## config.mk

```make
export PLATFORM = sky130hd
export DESIGN_NAME = fifo_wr_arbiter
export DESIGN_NICKNAME = d
export VERILOG_FILES = /design/src/rtl/fifo_wr_arbiter.sv
export SDC_FILE = /design/constraint.sdc
export NUM_CORES = 1
export LEC_CHECK = 0
export CORE_UTILIZATION = 45
export DETAILED_ROUTE_END_ITERATION = 6
export DONT_BUFFER_PORTS = 1
export GPL_ROUTABILITY_DRIVEN = 1
export PLACE_DENSITY = 0.58
export SETUP_SLACK_MARGIN = 0.15
export SLEW_MARGIN = 20
export SYNTH_ARGS = -nofsm -noshare
export SYNTH_HDL_FRONTEND = slang
export SYNTH_SLANG_ARGS = --single-unit
```

## constraint.sdc

```tcl
create_clock -name clk -period 2.6 [get_ports clk]
set_input_delay 0.39 -clock clk [delete_from_list [all_inputs] [get_ports clk]]
set_output_delay 0.39 -clock clk [all_outputs]
set_load 0.03 [all_outputs]
```

## src/rtl/fifo_wr_arbiter.sv

```systemverilog
// fifo_wr_arbiter: round-robin arbiter that shares one FIFO write port among
// NREQ producers and paces the FIFO read port for a single consumer. A shadow
// occupancy count prevents writes to a full FIFO and reads from an empty one.
module fifo_wr_arbiter #(
    parameter int NREQ   = 4,
    parameter int DWIDTH = 32,
    parameter int DEPTH  = 16,
    parameter int CNTW   = 5,
    parameter int AFULL  = 12
) (
    input  logic                     clk,
    input  logic                     rst,
    input  logic [NREQ-1:0]          req,
    input  logic [NREQ*DWIDTH-1:0]   req_data,
    output logic [NREQ-1:0]          gnt,
    input  logic                     rd_req,
    output logic                     rd_valid,
    output logic [DWIDTH-1:0]        rd_data,
    output logic [DWIDTH-1:0]        data_in,
    output logic                     signal_wr,
    output logic                     signal_oe,
    input  logic [DWIDTH-1:0]        data_out,
    output logic [CNTW-1:0]          level,
    output logic                     full,
    output logic                     empty,
    output logic                     almost_full
);

    localparam int IW = (NREQ > 1) ? $clog2(NREQ) : 1;

    // Registered state
    logic [NREQ-1:0]   gnt_reg;
    logic              signal_wr_reg;
    logic              signal_oe_reg;
    logic              oe_d_reg;       // pop issued last cycle; data_out valid now
    logic              rd_valid_reg;
    logic [DWIDTH-1:0] rd_data_reg;
    logic [DWIDTH-1:0] data_in_reg;
    logic [CNTW-1:0]   level_reg;
    logic [IW-1:0]     last_reg;       // index of the most recently granted requester

    // Next-state / combinational helpers
    logic [DWIDTH-1:0] req_word [NREQ];
    logic [NREQ-1:0]   elig;
    logic [NREQ-1:0]   gnt_next;
    logic [CNTW:0]     cnext_wide;
    logic [CNTW-1:0]   cnext;
    logic              space;
    logic              pick_valid;
    logic [IW-1:0]     pick_idx;
    logic              do_write;
    logic              signal_oe_next;

    // Unpack the flat requester data bus into one word per requester
    generate
        for (genvar gi = 0; gi < NREQ; gi++) begin : g_unpack
            assign req_word[gi] = req_data[gi*DWIDTH +: DWIDTH];
        end
    endgenerate

    // Occupancy after the strobes currently on the FIFO pins commit at the next edge.
    // The extra top bit keeps level+1 representable regardless of CNTW headroom.
    assign cnext_wide = {1'b0, level_reg}
                      + {{CNTW{1'b0}}, signal_wr_reg}
                      - {{CNTW{1'b0}}, signal_oe_reg};
    assign cnext      = cnext_wide[CNTW-1:0];
    assign space      = (cnext_wide < (CNTW+1)'(DEPTH));

    // A requester holding a grant this cycle is replacing its word at this edge,
    // so it must not be picked again until it has had a chance to update.
    assign elig = req & ~gnt_reg;

    // Round-robin search: walk from the farthest slot back to last+1 so the
    // nearest eligible requester after last overwrites earlier hits.
    always_comb begin
        int pos;
        pos        = 0;
        pick_valid = 1'b0;
        pick_idx   = '0;
        for (int k = NREQ; k >= 1; k--) begin
            pos = (int'(last_reg) + k) % NREQ;
            if (elig[IW'(pos)]) begin
                pick_valid = 1'b1;
                pick_idx   = IW'(pos);
            end
        end
    end

    assign do_write = pick_valid & space;

    // One-hot grant vector for the winning requester
    generate
        for (genvar gi = 0; gi < NREQ; gi++) begin : g_onehot
            assign gnt_next[gi] = do_write && (pick_idx == IW'(gi));
        end
    endgenerate

    // Pops are spaced at least two cycles apart and only against a non-empty count
    assign signal_oe_next = rd_req & (cnext_wide != '0) & ~signal_oe_reg;

    // Arbitration, FIFO strobes, read return pipeline and shadow occupancy
    always_ff @(posedge clk) begin
        if (rst) begin
            gnt_reg       <= '0;
            signal_wr_reg <= 1'b0;
            signal_oe_reg <= 1'b0;
            oe_d_reg      <= 1'b0;
            rd_valid_reg  <= 1'b0;
            rd_data_reg   <= '0;
            data_in_reg   <= '0;
            level_reg     <= '0;
            last_reg      <= IW'(NREQ - 1);
        end else begin
            level_reg     <= cnext;
            gnt_reg       <= gnt_next;
            signal_wr_reg <= do_write;
            if (do_write) begin
                data_in_reg <= req_word[pick_idx];
                last_reg    <= pick_idx;
            end
            signal_oe_reg <= signal_oe_next;
            oe_d_reg      <= signal_oe_reg;
            rd_valid_reg  <= oe_d_reg;
            if (oe_d_reg) begin
                rd_data_reg <= data_out;
            end
        end
    end

    assign gnt         = gnt_reg;
    assign signal_wr   = signal_wr_reg;
    assign signal_oe   = signal_oe_reg;
    assign data_in     = data_in_reg;
    assign rd_valid    = rd_valid_reg;
    assign rd_data     = rd_data_reg;
    assign level       = level_reg;
    assign full        = (level_reg == CNTW'(DEPTH));
    assign empty       = (level_reg == '0);
    assign almost_full = (level_reg >= CNTW'(AFULL));

endmodule

```

### Word level (Yosys, flattened, before mapping)

Cells that the tools add are included.

* register bits: 79
* output and inout port bits: 79
* word-level logic and storage cells: 63

* add/subtract/negate cells: 6
* order comparisons: 7
* eq/ne operators: 4
* multiplexer cells: 23
* bitwise logic cells: 7
* reduce and logical (&&, ||, !) cells: 7

Operators with widths (number)
* $bmux W32 S2: 1
* $mux W32: 2
* $lt A2 B4 Y1 const B: 4
* $mux W1: 12
* $bmux W1 S2: 4
* $mux W2: 4
* $add A5 B1 Y6: 1
* $lt A6 B5 Y1 const B: 1
* $reduce_bool A6 Y1: 1
* $sub A6 B1 Y6: 1
* $eq A5 B5 Y1 const B: 1
* $ge A5 B4 Y1 const B: 1
* $logic_not A5 Y1: 1
* $add A2 B1 Y2 const B: 2
* $add A2 B2 Y2 const B: 2
* $and A4 B4 Y4: 1
* $eq A2 B2 Y1 const B: 2
* $logic_and A1 B1 Y1: 4
* $not A4 Y4: 1
* $and A1 B1 Y1: 3
* $ge A3 B3 Y1 const B: 1
* $not A2 Y3: 1
* $eq A2 B1 Y1 const B: 1
* $logic_not A2 Y1: 1
* $not A1 Y1: 1

### Longest topological paths before layout

* depth after elaboration: 13
* depth in mapped cells: 14

### Least setup slack after synthesis

No wires, ideal clock.

* kind: register to register
* start point: register level_reg[0], in the netlist level[0]
* end point: register data_in_reg[10], in the netlist data_in[10]
* data arrival time: 2.751 ns
* setup slack: -0.269 ns
* cell stages (with the launch flop): 15
* buffers on the path: 2
* path through: dfxtp_1 inv_1 ha_1 inv_1 ha_1 inv_1 fa_1 nand2b_1 a21oi_1 xor2_1 nor4_4 and2_1 buf_6 buf_6 a32o_1

* cells in the longest elaborated chain, start to end: 4

RTL lines
* start: declaration: RTL line 39 `logic [CNTW-1:0] level_reg;`
* start signal: assignment: RTL line 114 `level_reg <= cnext;`
* $add A5 B1 Y6: RTL line 64 `+ {{CNTW{1'b0}}, signal_wr_reg}`
* $sub A6 B1 Y6: RTL line 65 `- {{CNTW{1'b0}}, signal_oe_reg};`
* $lt A6 B5 Y1: RTL line 67 `assign space = (cnext_wide < (CNTW+1)'(DEPTH));`
* $and A1 B1 Y1: RTL line 89 `assign do_write = pick_valid & space;`
* end signal: assignment: RTL line 118 `data_in_reg <= req_word[pick_idx];`
* end: declaration: RTL line 38 `logic [DWIDTH-1:0] data_in_reg;`

Every way passes these cells.
A chain may end at the register's enable or synchronous reset.

### Worst setup path after layout

* start point: register signal_oe_reg, in the netlist signal_oe
* end point: register data_in_reg[24], in the netlist data_in[24]

* cells in the longest elaborated chain, start to end: 3

RTL lines
* start: declaration: RTL line 34 `logic signal_oe_reg;`
* start signal: assignment: RTL line 121 `signal_oe_reg <= signal_oe_next;`
* $sub A6 B1 Y6: RTL line 65
* $lt A6 B5 Y1: RTL line 67
* $and A1 B1 Y1: RTL line 89

Every way passes these cells.

==> run summary <==
Switch share - 43.2%
Comb power frac - 52.6%
Worst-margin pin slew - 946 ps
Worst VDD drop - 0.424 mV
CP startpoint kind - flop
Final setup fails - 0
Synth Instances - 408
DRC - 0
Seq/Total Area, Yosys - 40.2%
Cts bufs inserted - 9
Routed Antenna Nets - 0
Slew HR - 36.9%
Slew Viols, Final - 0
Clock Skews - 12.5 ps
Detailed-route via count - 3000
Io pins - 246
WP data required - 2830 ps
Kind of critical path - reg2reg
Final Hold Violating Endpoints - 0
Fin cells - 524
Starting Density - 47.2%
Clk network pwr share - 14.6%
Largest net degree at the start of global routing - 63
RD Place Congestion - 0.761
Synth Register Bits - 79
Syn_nets - 584
First-pass GRT wire length - 14.1 mm
Max-cap violations - 0
Highest clock rate - 409 MHz
Psw - 2.47 mW
Min-Delay Path Class - in2reg
Die area - 0.00912 sq mm
R2r setup slk - 150 ps
Final core utilization - 53.5%
Setup TNS - 0 ps
Clock root buffer - clkbuf_8
Mapped cell area - 0.00393 sq mm
RSZ-0062 raised after global routing - yes
Die height - 95.5 um
Period utilization - 94.1%
Routed len/inst - 19.6 um
Pleak - 1.74 nW
Placed insts - 503
Post-detail-place hpwl - 7.69 mm
CTS tree - built
Sequential share of power - 32.7%
Htree depth - 3
Vias/cell - 5.73
Number of global-route vias before repair - 2766
Layout area overhead - 13.4%
Initial DRC Count - 73
Die width - 95.5 um
Critical path fanouts, max - 20
Total power - 5.72 mW
Internal Power - 3.25 mW
Syn Area/Cell - 9.64 sq um
Hold buffers post-CTS - 0
Worst Path Arrival - 2680 ps
Reg clk slew, reported paths - 90 ps
ANT cells - 0
Fraction of layout cells with a size suffix above 1 - 14.1%
Clock Path Buffers - 2
Post-synth cell types - 37
Status - finished clean
Pwr dens - 1280 mW/mm^2
TritonRoute pass-1 iters - 4
Std-Cell Core Area - 0.00834 sq mm
Post-layout min period - 2450 ps
Minimum hold slack - 105 ps
Remaining Overflow, GRT - 0
Clock latency on the worst-skew pair - 340 ps
Total length of routed wires - 10.3 mm
Tot GR Track Use - 20.4%
Row Count - 33
Antenna violations before repair - 0
Critical Path End Type - flop
CTS Sinks - 79
Yosys Warn Count - 0
Most frequent cells in the layout - mux2i_1, dfxtp_1, nand2_1
Port buffer count - 0
Final nets - 590
Commonest non-fill, non-tap cell in the layout - mux2i_1
-- synthesized netlist by cell type, drive strengths merged --
master / number / area, sq um
a21o: 1 / 7.51
a21oi: 5 / 25.0
a221o: 1 / 10.0
a32o: 32 / 320
and2: 2 / 12.5
and3: 4 / 25.0
and4b: 1 / 10.0
buf: 14 / 98.8
clkbuf: 15 / 56.3
dfxtp: 79 / 1580
fa: 1 / 20.0
ha: 8 / 100
inv: 9 / 33.8
mux2i: 98 / 981
nand2: 67 / 251
nand2b: 5 / 31.3
nand3: 1 / 5.00
nand4b: 1 / 8.76
nor2: 40 / 150
nor2b: 8 / 50.1
nor3b: 3 / 32.5
nor4: 3 / 40.0
nor4b: 1 / 8.76
o211a: 1 / 10.0
o211ai: 1 / 7.51
o21a: 1 / 7.51
o21ai: 1 / 5.00
o31a: 1 / 8.76
o32ai: 1 / 8.76
xnor2: 1 / 8.76
xor2: 2 / 17.5
-- layer usage --
| metal | track usage, % | vias to the layer above | share of wire (%) | wire length [um] |
|---|---|---|---|---|
| met5 | 0 | - | 0 | 0 |
| met3 | 6.94 | 9 | 9.5 | 970 |
| met1 | 22.0 | 1404 | 37 | 3840 |
| li1 | - | 1447 | - | - |
| met4 | 6.84 | 0 | 1.0 | 104 |
| met2 | 37.1 | 140 | 52 | 5340 |
-- cell families (layout without fill, tap and decap cells) --
family	Yosys count	in the layout	synth area share, %
and+or+nand+nor	136	136	15.9
muxes	98	98	24.9
DFF	79	79	40.2
AOI/OAI and AO/OA	45	45	10.4
buffers and inverters	38	49	4.80
adders and majority gates	9	9	3.05
xor gates and xnor gates	3	3	0.668
-- worst max-delay path: stages, from the launching register on --
cell and delay (ps):
dfxtp_4 360, ha_4 240, inv_4 50, ha_4 120, inv_2 30, fa_2 330, nand2b_4 150, a21oi_4 130
xor2_2 100, nor4_4 240, buf_4 170, nor2_4 40, buf_12 150, a32o_1 200
-- what timing repair did --
action	4_1_cts	5_1_grt
pin swaps	5	3
buffers inserted	1	2
gates resized for setup	4	2
setup endpoints to repair	36	38
gates cloned	0	2
-- per-stage QoR --
step,area (sq um),worst slack [ps]
3_5_place_dp,4200,67.7
4_1_cts,4400,158
5_1_grt,4460,45.6
2_1_floorplan,4000,38.7
3_3_place_gp,4200,99.2
6_report,4460,154
-- final timing paths --
check                                         startpoint                        to  cells after the start
worst max-delay path                signal_oe$_SDFF_PP0_  data_in[24]$_SDFFE_PP0P_                     13
worst min-delay path                                 rst  rd_data[21]$_SDFFE_PP0P_                      1
worst max register to register      signal_oe$_SDFF_PP0_  data_in[24]$_SDFFE_PP0P_                     13
worst min register to register  last_reg[0]$_SDFFE_PP1P_  last_reg[0]$_SDFFE_PP1P_                      2
-- power groups by stage --
stage	Clock, mW	Combinational (mW)	Sequential (mW)
after detailed placement	0	2.77	1.91
after global routing	0.919	3.28	1.90
after floorplan	0	2.05	1.94
final	0.836	3.01	1.87
after global placement	0	2.72	1.90
after CTS	0.866	2.84	1.88
-- area by class of cell --
type,instances,area (sq um)
sequential,79,1590
timing repair buffer,24,284
inverter,9,36.3
clock buffer,9,124
fill,795,3880
multi-input combinational,291,2240
tap,105,131
clock inverter,7,55.1
Power figures use the tool's default switching activity.
